===== src/rtl/alu_pkg.sv =====
// Shared definitions for the ALU sequencer: opcode constants, state encoding,
// the registered control-output bundle and opcode classification helpers.
package alu_pkg;

    localparam int OPC_WIDTH = 5;

    typedef logic [OPC_WIDTH-1:0] opc_t;

    // Opcode map: 1..15 are legal, mul and div run on the iterative unit.
    localparam opc_t ADD = 5'd1;
    localparam opc_t SUB = 5'd2;
    localparam opc_t MUL = 5'd3;
    localparam opc_t DIV = 5'd4;
    localparam opc_t NOT = 5'd15;

    typedef enum logic [2:0] {
        IDLE    = 3'd0,
        LOAD_Y  = 3'd1,
        EXEC    = 3'd2,
        WAIT_MC = 3'd3,
        WRITE_Z = 3'd4,
        OUT_LO  = 3'd5,
        OUT_HI  = 3'd6
    } state_e;

    // Single-bit strobes driven by the sequencer, registered as one bundle.
    typedef struct packed {
        logic busy;
        logic yin;
        logic alu_start;
        logic zin;
        logic zlo_out;
        logic zhi_out;
        logic done;
        logic err;
    } ctl_t;

    function automatic logic is_multicycle(input opc_t opc);
        return (opc == MUL) || (opc == DIV);
    endfunction

    function automatic logic is_legal(input opc_t opc);
        return (opc != '0) && (opc <= NOT);
    endfunction

endpackage


===== src/rtl/alu_seq_ctrl_mc_timer.sv =====
// Saturating wait timer for the mul/div handshake. 'clear' restarts it,
// 'en' advances it by one per cycle. 'expired' is high during the cycle whose
// increment brings the count to MAX, i.e. the last cycle the FSM may wait.
module mc_timer #(
    parameter int MAX = 40
) (
    input  logic clk,
    input  logic clr,
    input  logic clear,
    input  logic en,
    output logic expired
);

    localparam int W = $clog2(MAX + 1);
    localparam logic [W-1:0] MAX_V  = W'(MAX);
    localparam logic [W-1:0] LAST_V = W'(MAX - 1);

    logic [W-1:0] cnt_q, cnt_d;

    // Next count: clear wins, otherwise count up and hold at MAX.
    always_comb begin
        cnt_d = cnt_q;
        if (clear) begin
            cnt_d = '0;
        end else if (en && (cnt_q != MAX_V)) begin
            cnt_d = cnt_q + 1'b1;
        end
    end

    // Count register.
    always_ff @(posedge clk or posedge clr) begin
        if (clr) begin
            cnt_q <= '0;
        end else begin
            cnt_q <= cnt_d;
        end
    end

    assign expired = (cnt_q >= LAST_V);

endmodule


===== src/rtl/alu_seq_ctrl.sv =====
// Multi-cycle sequencer for the Y -> ALU -> Z datapath. Steps yin, alu_op,
// zin, zlo_out and zhi_out for one operation at a time, drives the mul/div
// start/done handshake with a timeout, and reports done/err pulses.
// Optional statistics counters (op_cnt, err_cnt) exist only when the macro
// ALU_SEQ_STATS_EN is defined.
module alu_seq_ctrl
    import alu_pkg::*;
#(
    parameter int MC_TIMEOUT = 40,
    parameter int OPC_W      = OPC_WIDTH
) (
    input  logic             clk,
    input  logic             clr,
    input  logic             start,
    input  logic [OPC_W-1:0] opcode,
    output logic             busy,
    output logic             yin,
    output logic [OPC_W-1:0] alu_op,
    output logic             alu_start,
    input  logic             alu_done,
    output logic             zin,
    output logic             zlo_out,
    output logic             zhi_out,
    output logic             done,
    output logic             err
`ifdef ALU_SEQ_STATS_EN
    ,
    output logic [15:0]      op_cnt,
    output logic [7:0]       err_cnt
`endif
);

    state_e           state_q, state_d;
    logic [OPC_W-1:0] opc_q, opc_d;
    logic [OPC_W-1:0] alu_op_q, alu_op_d;
    ctl_t             ctl_q, ctl_d;
    logic             tmr_clear, tmr_en, tmr_expired;

    mc_timer #(
        .MAX (MC_TIMEOUT)
    ) u_mc_timer (
        .clk     (clk),
        .clr     (clr),
        .clear   (tmr_clear),
        .en      (tmr_en),
        .expired (tmr_expired)
    );

    // Next state plus the output values for that state, so outputs are
    // registered yet aligned with the state they belong to.
    // NOTE: every signal gets a default before the case so no path leaves
    // it unassigned, which would otherwise infer a latch.
    always_comb begin
        state_d   = state_q;
        opc_d     = opc_q;
        tmr_clear = 1'b0;
        tmr_en    = 1'b0;
        ctl_d     = '0;
        alu_op_d  = '0;

        case (state_q)
            IDLE: begin
                if (start) begin
                    if (is_legal(opcode)) begin
                        opc_d   = opcode;
                        state_d = LOAD_Y;
                    end else begin
                        ctl_d.err = 1'b1;
                    end
                end
            end
            LOAD_Y: state_d = EXEC;
            EXEC: begin
                if (is_multicycle(opc_q)) begin
                    tmr_clear = 1'b1;
                    state_d   = WAIT_MC;
                end else begin
                    state_d   = WRITE_Z;
                end
            end
            WAIT_MC: begin
                tmr_en = 1'b1;
                // A result arriving on the final allowed cycle still completes.
                if (alu_done) begin
                    state_d = WRITE_Z;
                end else if (tmr_expired) begin
                    ctl_d.err = 1'b1;
                    state_d   = IDLE;
                end
            end
            WRITE_Z: state_d = OUT_LO;
            OUT_LO:  state_d = is_multicycle(opc_q) ? OUT_HI : IDLE;
            OUT_HI:  state_d = IDLE;
            default: state_d = IDLE;
        endcase

        ctl_d.busy      = (state_d != IDLE);
        ctl_d.yin       = (state_d == LOAD_Y);
        ctl_d.alu_start = (state_d == EXEC) && is_multicycle(opc_q);
        ctl_d.zin       = (state_d == WRITE_Z);
        ctl_d.zlo_out   = (state_d == OUT_LO);
        ctl_d.zhi_out   = (state_d == OUT_HI);
        ctl_d.done      = ((state_d == OUT_LO) && !is_multicycle(opc_q)) ||
                          (state_d == OUT_HI);
        if ((state_d == EXEC) || (state_d == WAIT_MC) || (state_d == WRITE_Z)) begin
            alu_op_d = opc_q;
        end
    end

    // State, latched opcode and registered outputs.
    // NOTE: sequential state uses non-blocking assignments so every flop
    // samples pre-edge values regardless of statement order.
    always_ff @(posedge clk or posedge clr) begin
        if (clr) begin
            state_q  <= IDLE;
            opc_q    <= '0;
            alu_op_q <= '0;
            ctl_q    <= '0;
        end else begin
            state_q  <= state_d;
            opc_q    <= opc_d;
            alu_op_q <= alu_op_d;
            ctl_q    <= ctl_d;
        end
    end

    assign busy      = ctl_q.busy;
    assign yin       = ctl_q.yin;
    assign alu_start = ctl_q.alu_start;
    assign zin       = ctl_q.zin;
    assign zlo_out   = ctl_q.zlo_out;
    assign zhi_out   = ctl_q.zhi_out;
    assign done      = ctl_q.done;
    assign err       = ctl_q.err;
    assign alu_op    = alu_op_q;

`ifdef ALU_SEQ_STATS_EN
    logic [15:0] op_cnt_q, op_cnt_d;
    logic [7:0]  err_cnt_q, err_cnt_d;

    // Saturating counters advanced together with the done/err pulses.
    always_comb begin
        op_cnt_d  = op_cnt_q;
        err_cnt_d = err_cnt_q;
        if (ctl_d.done && (op_cnt_q != 16'hFFFF)) begin
            op_cnt_d = op_cnt_q + 16'd1;
        end
        if (ctl_d.err && (err_cnt_q != 8'hFF)) begin
            err_cnt_d = err_cnt_q + 8'd1;
        end
    end

    // Counter registers.
    always_ff @(posedge clk or posedge clr) begin
        if (clr) begin
            op_cnt_q  <= '0;
            err_cnt_q <= '0;
        end else begin
            op_cnt_q  <= op_cnt_d;
            err_cnt_q <= err_cnt_d;
        end
    end

    assign op_cnt  = op_cnt_q;
    assign err_cnt = err_cnt_q;
`endif

endmodule


===== config.mk =====
export PLATFORM = sky130hd
export DESIGN_NAME = alu_seq_ctrl
export DESIGN_NICKNAME = d
export VERILOG_FILES = /design/src/rtl/alu_pkg.sv /design/src/rtl/alu_seq_ctrl_mc_timer.sv /design/src/rtl/alu_seq_ctrl.sv
export SDC_FILE = /design/constraint.sdc
export NUM_CORES = 1
export LEC_CHECK = 0
export BUFFER_PORTS_ARGS = -buffer_cell sky130_fd_sc_hd__buf_2
export CAP_MARGIN = 20
export CORE_AREA = 2 2 55 57
export DETAILED_ROUTE_END_ITERATION = 16
export DIE_AREA = 0 0 57 59
export GPL_ROUTABILITY_DRIVEN = 0
export PLACE_DENSITY = 0.68
export SYNTH_ARGS = -nofsm -noshare
export SYNTH_HDL_FRONTEND = slang
export SYNTH_HIERARCHICAL = 1
export SYNTH_SLANG_ARGS = --single-unit

===== constraint.sdc =====
create_clock -name clk -period 2.1 [get_ports clk]
set_input_delay 0.315 -clock clk [delete_from_list [all_inputs] [get_ports clk]]
set_output_delay 0.315 -clock clk [all_outputs]
set_load 0.02 [all_outputs]

### Word-level counts from Yosys, hierarchy flattened

Cells that the tools add are included.

* register bits: 27
* output and inout bits: 13
* word-level logic and storage cells: 61

* $add $sub $neg: 1
* magnitude comparators: 2
* equality and inequality tests: 14
* mux-type cells: 18
* reduce and logical (&&, ||, !) cells: 14

Operator list (count)
* $mux W3: 6
* $pmux W3 S6: 1
* $eq A3 B3 Y1 const B: 5
* $eq A3 B2 Y1 const B: 4
* $mux W6: 2
* $mux W1: 7
* $add A6 B1 Y6 const B: 1
* $eq A3 B1 Y1 const B: 2
* $ge A6 B6 Y1 const B: 1
* $ne A6 B6 Y1 const B: 1
* $eq A5 B2 Y1 const B: 1
* $eq A5 B3 Y1 const B: 1
* $le A5 B4 Y1 const B: 1
* $mux W5: 1
* $reduce_bool A5 Y1: 1
* $logic_and A1 B1 Y1: 4
* $logic_or A1 B1 Y1: 4
* $logic_not A3 Y1: 1
* $reduce_and A3 Y1: 1
* $reduce_bool A3 Y1: 1
* $pmux W1 S2: 1
* $reduce_bool A2 Y1: 1
* $logic_not A1 Y1: 1

### Depth between registers and ports, before layout

Gate-level depths: netlist of run 1.

* word-level depth: 9
* depth in mapped cells: 7
* mapped depth without buffers: 7

### Hierarchy

The synthesis of run 1 kept the hierarchy.

By module, submodules not included
* alu_seq_ctrl: times used 1, cells an instance 70, area an instance 879.6 um^2, sequential area each 525.5 um^2
* mc_timer: times used 1, cells an instance 46, area an instance 429.2 um^2, sequential area each 150.1 um^2

### Worst setup path before layout of run 1

OpenSTA, ideal clock, no wires.

* path type: register to register
* start point: reg opc_q[0]
* end point: reg u_mc_timer.cnt_q[0]
* setup time: 138 ps
* arrival time: 2064 ps
* slack: -102 ps
* stages on the path, launching flop included: 6
* clock period less this slack: 2202 ps
* path through: dfrtp_1 or3b_1 a2111oi_4 clkbuf_1 nor4b_2 or4_1

* word-level cells in the longest chain between the ends: 5
* elaborated cells between the ends (all ways): 7

RTL lines
* start, declared: line alu_seq_ctrl.sv:34 `logic [OPC_W-1:0] opc_q, opc_d;`
* start signal, assigned: line alu_seq_ctrl.sv:121 `opc_q <= opc_d;`
* $eq A5 B2 Y1 or $eq A5 B3 Y1 (tied branches): line alu_pkg.sv:39 `return (opc == MUL) || (opc == DIV);`
* $logic_or A1 B1 Y1 *: line alu_pkg.sv:39
* $mux W1 *: line alu_seq_ctrl.sv:74 `if (is_multicycle(opc_q)) begin`
* $mux W1 *: line alu_seq_ctrl.sv:61 `case (state_q)`
* named net tmr_clear: line alu_seq_ctrl.sv:37 `logic tmr_clear, tmr_en, tmr_expired;`
* $mux W6 or $reduce_bool A2 Y1 (tied branches)
* end signal, assigned: line alu_seq_ctrl_mc_timer.sv:35 `cnt_q <= cnt_d;`
* end, declared: line alu_seq_ctrl_mc_timer.sv:18 `logic [W-1:0] cnt_q, cnt_d;`

The timed path passes the listed nets; every way through them passes the cells marked *.
A chain may end at the register's enable or synchronous reset.

### Worst setup path after layout of run 1

Ends and elaborated chain as after synthesis.

==> impl_metrics.tcl, run 1 <==
set metrics [dict create \
    worstSetupStartpoint "opc_q[0]" \
    async_flop_share_pct 100 \
    holdCritPathClass "in -> reg" \
    postLayoutCoreUtil_pct 56.9 \
    mappedNetlistNets 128 \
    seq_power_share_pct 44.2 \
    crit_path_end "u_mc_timer/cnt_q[0]" \
    switching_part_of_the_total_pct 39.5 \
    vdd_drop_max_uv 809 \
    vias_per_cell 5.35 \
    skew_ns 0.00338 \
    drv_cap 0 \
    floorplan.die.width_um 57 \
    ctsHtreeMaxLevel 1 \
    fraction_of_final_layout_cells_with_drive_strength_greater_than_1_pct 32.9 \
    cts.root.buffer_cell "clkbuf_4" \
    rsz0062_at_grt "true" \
    hpwlAfterDp_um 1830 \
    clk-insertion-delay-late_ns 0.32 \
    share_of_the_synthesized_area_in_compound_gates_ao_oa_aoi_oai_pct 11.5 \
    synthToLayoutAreaGrowth_pct 17.9 \
    setup-violations-final 0 \
    port_buffers 21 \
    critical_path.slowest_cell "or4_1" \
    regToRegStartpoint "opc_q[0]" \
    wire_length_of_the_first_global_routing_pass_um 4080 \
    slew_headroom_pct 48.5 \
    syn_area_um2 1310 \
    io-pin-count 22 \
    clkSlewWorstSetupHoldPaths_ns 0.15 \
    netlist.area_leader.share_pct 51.6 \
    max-clock-path-buffers 2 \
    cp-end-kind "flop" \
    hp-start "opcode[4]" \
    report.final.hold_viol_count 0 \
    path_depth 5 \
    post-synth-top-count-cell "dfrtp_1" \
    yosys-mux-area-fraction_pct 4.30 \
    outcome "finished clean" \
    power.density_cell_area_nw_per_um2 1190 \
    synth.avg_cell_area_um2 11.3 \
    std_cell_rows 19 \
    drt.antenna.violating_nets 0 \
    synth_simple_gate_area_share_pct 25.1 \
    setup-tns-final_ns 0 \
    antennaDiodeCount 0 \
    drv_slew 0 \
    grt_antenna_before_repair 0 \
    grt_usage_pct 15.4 \
    final_critical_path_setup_slack_ns 0.0368 \
    first_global_vias 945 \
    wl_per_instance_um 13.5 \
    synth.cells.most_frequent "dfrtp_1, nor2_1, inv_1, and2_1, o21ai_0" \
    power.switching_w 0.000726 \
    crit_path_start_kind "flop" \
    grt_max_degree 22 \
    synth.largest_area_cell "dfrtp_1" \
    synth.top_cells.by_area "dfrtp_1, and2_1, ha_1" \
    register_bit_count_reported_by_yosys 27 \
    total_power_consumption_of_the_routed_design_w 0.00184 \
    grt_overflow 0 \
    multi_input_area_um2 593 \
    synth.lib_cells_used.distinct 46 \
    worst_r2r_endpoint "u_mc_timer/cnt_q[0]" \
    seq_area_frac_synth_pct 51.6 \
    drt_pre_antenna_iters 4 \
    design.final.nets 159 \
    synth_adder_area_share_pct 2.87 \
    cts_sinks 27 \
    crit_path_max_fanout 3 \
    postSynthCellCount 116 \
    largest_family_of_logic_cells_by_synthesized_area "simple AND/OR/NAND/NOR gates" \
    die-height_um 59 \
    yosys_warns 6 \
    totalWireLength_um 2400 \
    worstPathArrival_ns 2.27 \
    timing.reg2reg.setup_slack_ns 0.04 \
    cts_setup_buffers 0 \
    synth-edff-count 0 \
    route.detailed.drc 0 \
    max_slew.worst_pin.slew_ns 0.772 \
    cts_tree "built" \
    critPathKind "reg -> reg" \
    power.share.clock_pct 12.6 \
    share_comb_of_total_power_pct 43.2 \
    drt_iter0_drc 18 \
    dieArea_um2 3360 \
    register_area_um2 676 \
    static-leakage-power_nw 0.746 \
    yosys_most_used_dff "dfrtp_1" \
    internal_power_w 0.00111 \
    period_needed_ns 2.06 \
    cts_buffers 3 \
    worst_path_dominant_cell_family "simple AND/OR/NAND/NOR gates" \
    cp_num_buf_inv 0 \
    fillers 242 \
    core_area_um2 2710 \
    pre_cts_setup_slack_ns 0.00369 \
    cpPeakStageDelay_ns 0.51 \
    routed-via-count 947 \
    start_util_pct 48.3 \
    crit_chain "or3b_4, a2111oi_4, nor2_1, and3b_1, or4_1" \
    fmax_ghz 0.485 \
    crit_required_ns 2.31 \
    worst_hold_slack_ns 0.219 \
    post_synth_xor_area_fraction_pct 1.34 \
    final.period_utilization_pct 98.2 \
    r2r_cells 5 \
]
## flip-flops by register name, summed over array words and instances, names as in the netlist
register / count
yin: 1
err: 1
alu_op: 5
zin: 1
done: 1
alu_start: 1
busy: 1
u_mc_timer/cnt_q: 6
state_q: 3
opc_q: 5
zhi_out: 1
zlo_out: 1
## stage by stage
step / cells / area, um2
final: 177 / 1540
after global routing: 177 / 1540
after CTS: 177 / 1540
after detailed placement: 172 / 1500
after global placement: 172 / 1500
after floorplan: 116 / 1310
## layer usage
metal	up-vias	wire length, um	track usage [%]
li1	473	-	-
met1	461	1070	19.9
met2	11	1260	26.8
met3	2	52	2.62
met4	0	16	4.65
met5	-	0	0
## power groups by stage
stage,logic (W),registers [W],clock network [W]
global placement,0.000766,0.000813,0
global route,0.000879,0.000831,0.000257
detailed placement,0.000787,0.000824,0
finish,0.000793,0.000812,0.000231
CTS,0.000799,0.000813,0.000238
floorplan,0.000425,0.000914,0
## timing repair
item                       4_1_cts  5_1_grt
resized for setup                2        1
setup endpoints to repair        1        2
hold endpoints to repair         6        0
hold buffers                     1        0
## cell usage in the layout, fill, tap and decap left out, drive strengths merged, types with 3 or more instances in the layout
| master | netlist | layout |
|---|---|---|
| inv | 7 | 7 |
| buf | 1 | 29 |
| nor2 | 10 | 10 |
| clkbuf | 3 | 3 |
| nand2 | 4 | 4 |
| dfrtp | 27 | 27 |
| and2 | 6 | 6 |
| ha | 3 | 3 |
| o21ai | 5 | 5 |
| mux2 | 5 | 5 |
| nor3 | 3 | 3 |
## cell families (layout without fill, tap and decap cells)
family                     Yosys count  in the layout
and+or+nand+nor                     49             49
buffers and inverters               11             41
AOI/OAI and AO/OA                   19             19
DFF                                 27             27
xor gates and xnor gates             2              2
adders and majority gates            3              3
muxes                                5              5
## how the worst min path moves through the flow
stage                                to  depth (start not counted)
floorplan           u_mc_timer/cnt_q[0]                          1
global placement    u_mc_timer/cnt_q[4]                          2
global route                   opc_q[0]                          2
finish                              yin                          2
CTS                                 yin                          2
detailed placement  u_mc_timer/cnt_q[5]                          2
## area by class of cell
cell class / instances / share of cell area, %
sequential: 27 / 43.8
multi-input combinational: 78 / 38.4
timing repair buffer: 30 / 11.6
tap: 31 / 2.51
inverter: 7 / 1.70
clock buffer: 3 / 1.46
clock inverter: 1 / 0.487
(Power assumes the default switching activity.)
==> run 2, diff against run 1 <==
--- a/config.mk
+++ b/config.mk
@@ -7,11 +7,11 @@
 export LEC_CHECK = 0
 export BUFFER_PORTS_ARGS = -buffer_cell sky130_fd_sc_hd__buf_2
 export CAP_MARGIN = 20
-export CORE_AREA = 2 2 55 57
+export CORE_AREA = 2 2 59 61
 export DETAILED_ROUTE_END_ITERATION = 16
-export DIE_AREA = 0 0 57 59
+export DIE_AREA = 0 0 61 63
 export GPL_ROUTABILITY_DRIVEN = 0
-export PLACE_DENSITY = 0.68
+export PLACE_DENSITY = 0.6
 export SYNTH_ARGS = -nofsm -noshare
 export SYNTH_HDL_FRONTEND = slang
 export SYNTH_HIERARCHICAL = 1
==> impl_metrics.tcl, run 2 (synthesis results as in run 1) <==
set metrics [dict create \
    outcome "finished clean" \
    cpPeakStageDelay_ns 0.50 \
    floorplan.die.width_um 61 \
    final_critical_path_setup_slack_ns 0.0460 \
    period_needed_ns 2.05 \
    holdCritPathClass "in -> reg" \
    crit_chain "or3b_4, a2111oi_4, nor2_1, and3b_1, or4_1" \
    max-clock-path-buffers 2 \
    cts_sinks 27 \
    crit_path_start_kind "flop" \
    grt_usage_pct 14.1 \
    std_cell_rows 21 \
    rsz0062_at_grt "true" \
    drt_pre_antenna_iters 4 \
    crit_required_ns 2.31 \
    start_util_pct 40.5 \
    path_depth 5 \
    grt_antenna_before_repair 0 \
    slew_headroom_pct 48.5 \
    report.final.hold_viol_count 0 \
    worst_r2r_endpoint "u_mc_timer/cnt_q[0]" \
    io-pin-count 22 \
    final_common_cell "dfrtp_1" \
    antennaDiodeCount 0 \
    r2r_cells 5 \
    critPathKind "reg -> reg" \
    wire_length_of_the_first_global_routing_pass_um 4120 \
    mostFrequentLayoutCells "dfrtp_1, buf_2, nor2_1" \
    port_buffers 21 \
    totalWireLength_um 2450 \
    cts_setup_buffers 0 \
    vias_per_cell 5.00 \
    max_slew.worst_pin.slew_ns 0.772 \
    clk-insertion-delay-late_ns 0.32 \
    cp-end-kind "flop" \
    drt.antenna.violating_nets 0 \
    setup-violations-final 0 \
    dieArea_um2 3840 \
    routed-via-count 965 \
    skew_ns 0.00672 \
    postLayoutCoreUtil_pct 48.5 \
    vdd_drop_max_uv 541 \
    setup-tns-final_ns 0 \
    fraction_of_final_layout_cells_with_drive_strength_greater_than_1_pct 33.3 \
    design.final.nets 160 \
    first_global_vias 919 \
    drv_cap 0 \
    crit_path_end "u_mc_timer/cnt_q[0]" \
    critical_path.slowest_cell "or4_1" \
    die-height_um 63 \
    core_area_um2 3230 \
    cts_buffers 3 \
    synthToLayoutAreaGrowth_pct 19.9 \
    drv_slew 0 \
    crit_path_max_fanout 3 \
    largest_reg_flops 6 \
    clkSlewWorstSetupHoldPaths_ns 0.15 \
    power.density_cell_area_nw_per_um2 1180 \
    fmax_ghz 0.487 \
    final.period_utilization_pct 97.8 \
    max_flop_register "u_mc_timer/cnt_q" \
    cts.root.buffer_cell "clkbuf_4" \
    grt_max_degree 22 \
    worstSetupStartpoint "opc_q[0]" \
    timing.reg2reg.setup_slack_ns 0.05 \
    grt_overflow 0 \
    cts_tree "built" \
    worst_path_dominant_cell_family "simple AND/OR/NAND/NOR gates" \
    ctsHtreeMaxLevel 1 \
    drt_iter0_drc 5 \
    static-leakage-power_nw 0.751 \
    route.detailed.drc 0 \
    hpwlAfterDp_um 1900 \
    wl_per_instance_um 12.7 \
    cp_num_buf_inv 0 \
    regToRegStartpoint "opc_q[0]" \
    pre_cts_setup_slack_ns 0.0218 \
    worstPathArrival_ns 2.26 \
]
[run 2: cell count changes in the layout (fill, tap and decap cells not counted)]
cell	delta
buf_4	+1
[run 2: per-stage QoR]
step | hold slack, ns | total power, W | instances | area (um2)
floorplan | 0.106 | 0.00134 | 116 | 1310
global placement | 0.249 | 0.00162 | 188 | 1520
detailed placement | 0.256 | 0.00163 | 188 | 1520
CTS | 0.183 | 0.00187 | 193 | 1570
global route | 0.162 | 0.00200 | 193 | 1570
finish | 0.194 | 0.00185 | 193 | 1570
[run 2: cell type report]
| type | instances | area [um2] |
|---|---|---|
| Inverter | 7 | 26.3 |
| Multi-Input combinational cell | 78 | 593 |
| Tap cell | 46 | 57.6 |
| Sequential cell | 27 | 676 |
| Timing Repair Buffer | 31 | 186 |
| Clock buffer | 3 | 22.5 |
| Clock inverter | 1 | 7.51 |
| Fill cell | 308 | 1660 |
[run 2: how the worst min path moves through the flow]
stage | startpoint | cells past startpoint | to
finish | opcode[4] | 2 | yin
floorplan | clr | 1 | u_mc_timer/cnt_q[0]
CTS | opcode[4] | 2 | yin
global placement | clr | 2 | u_mc_timer/cnt_q[1]
detailed placement | clr | 2 | u_mc_timer/cnt_q[3]
global route | opcode[4] | 2 | yin
[run 2: layer usage]
layer	vias to the layer above	track usage, %	wire length (um)
met1	476	20.6	1210
li1	476	-	-
met4	0	6.52	27
met3	2	1.86	46
met5	-	0	0
met2	11	20.4	1170
[run 2: repair_timing]
item	in CTS	in global routing
endpoints found under the hold margin	6	0
hold buffers	1	0
gates resized for setup	2	1
endpoints found under the setup margin	1	2
[run 2: where the power goes]
part / switching, W / internal [W]
sequential: 0.000127 / 0.000690
combinational: 0.000448 / 0.000356
clock: 0.000154 / 0.0000727
total: 0.000729 / 0.00112
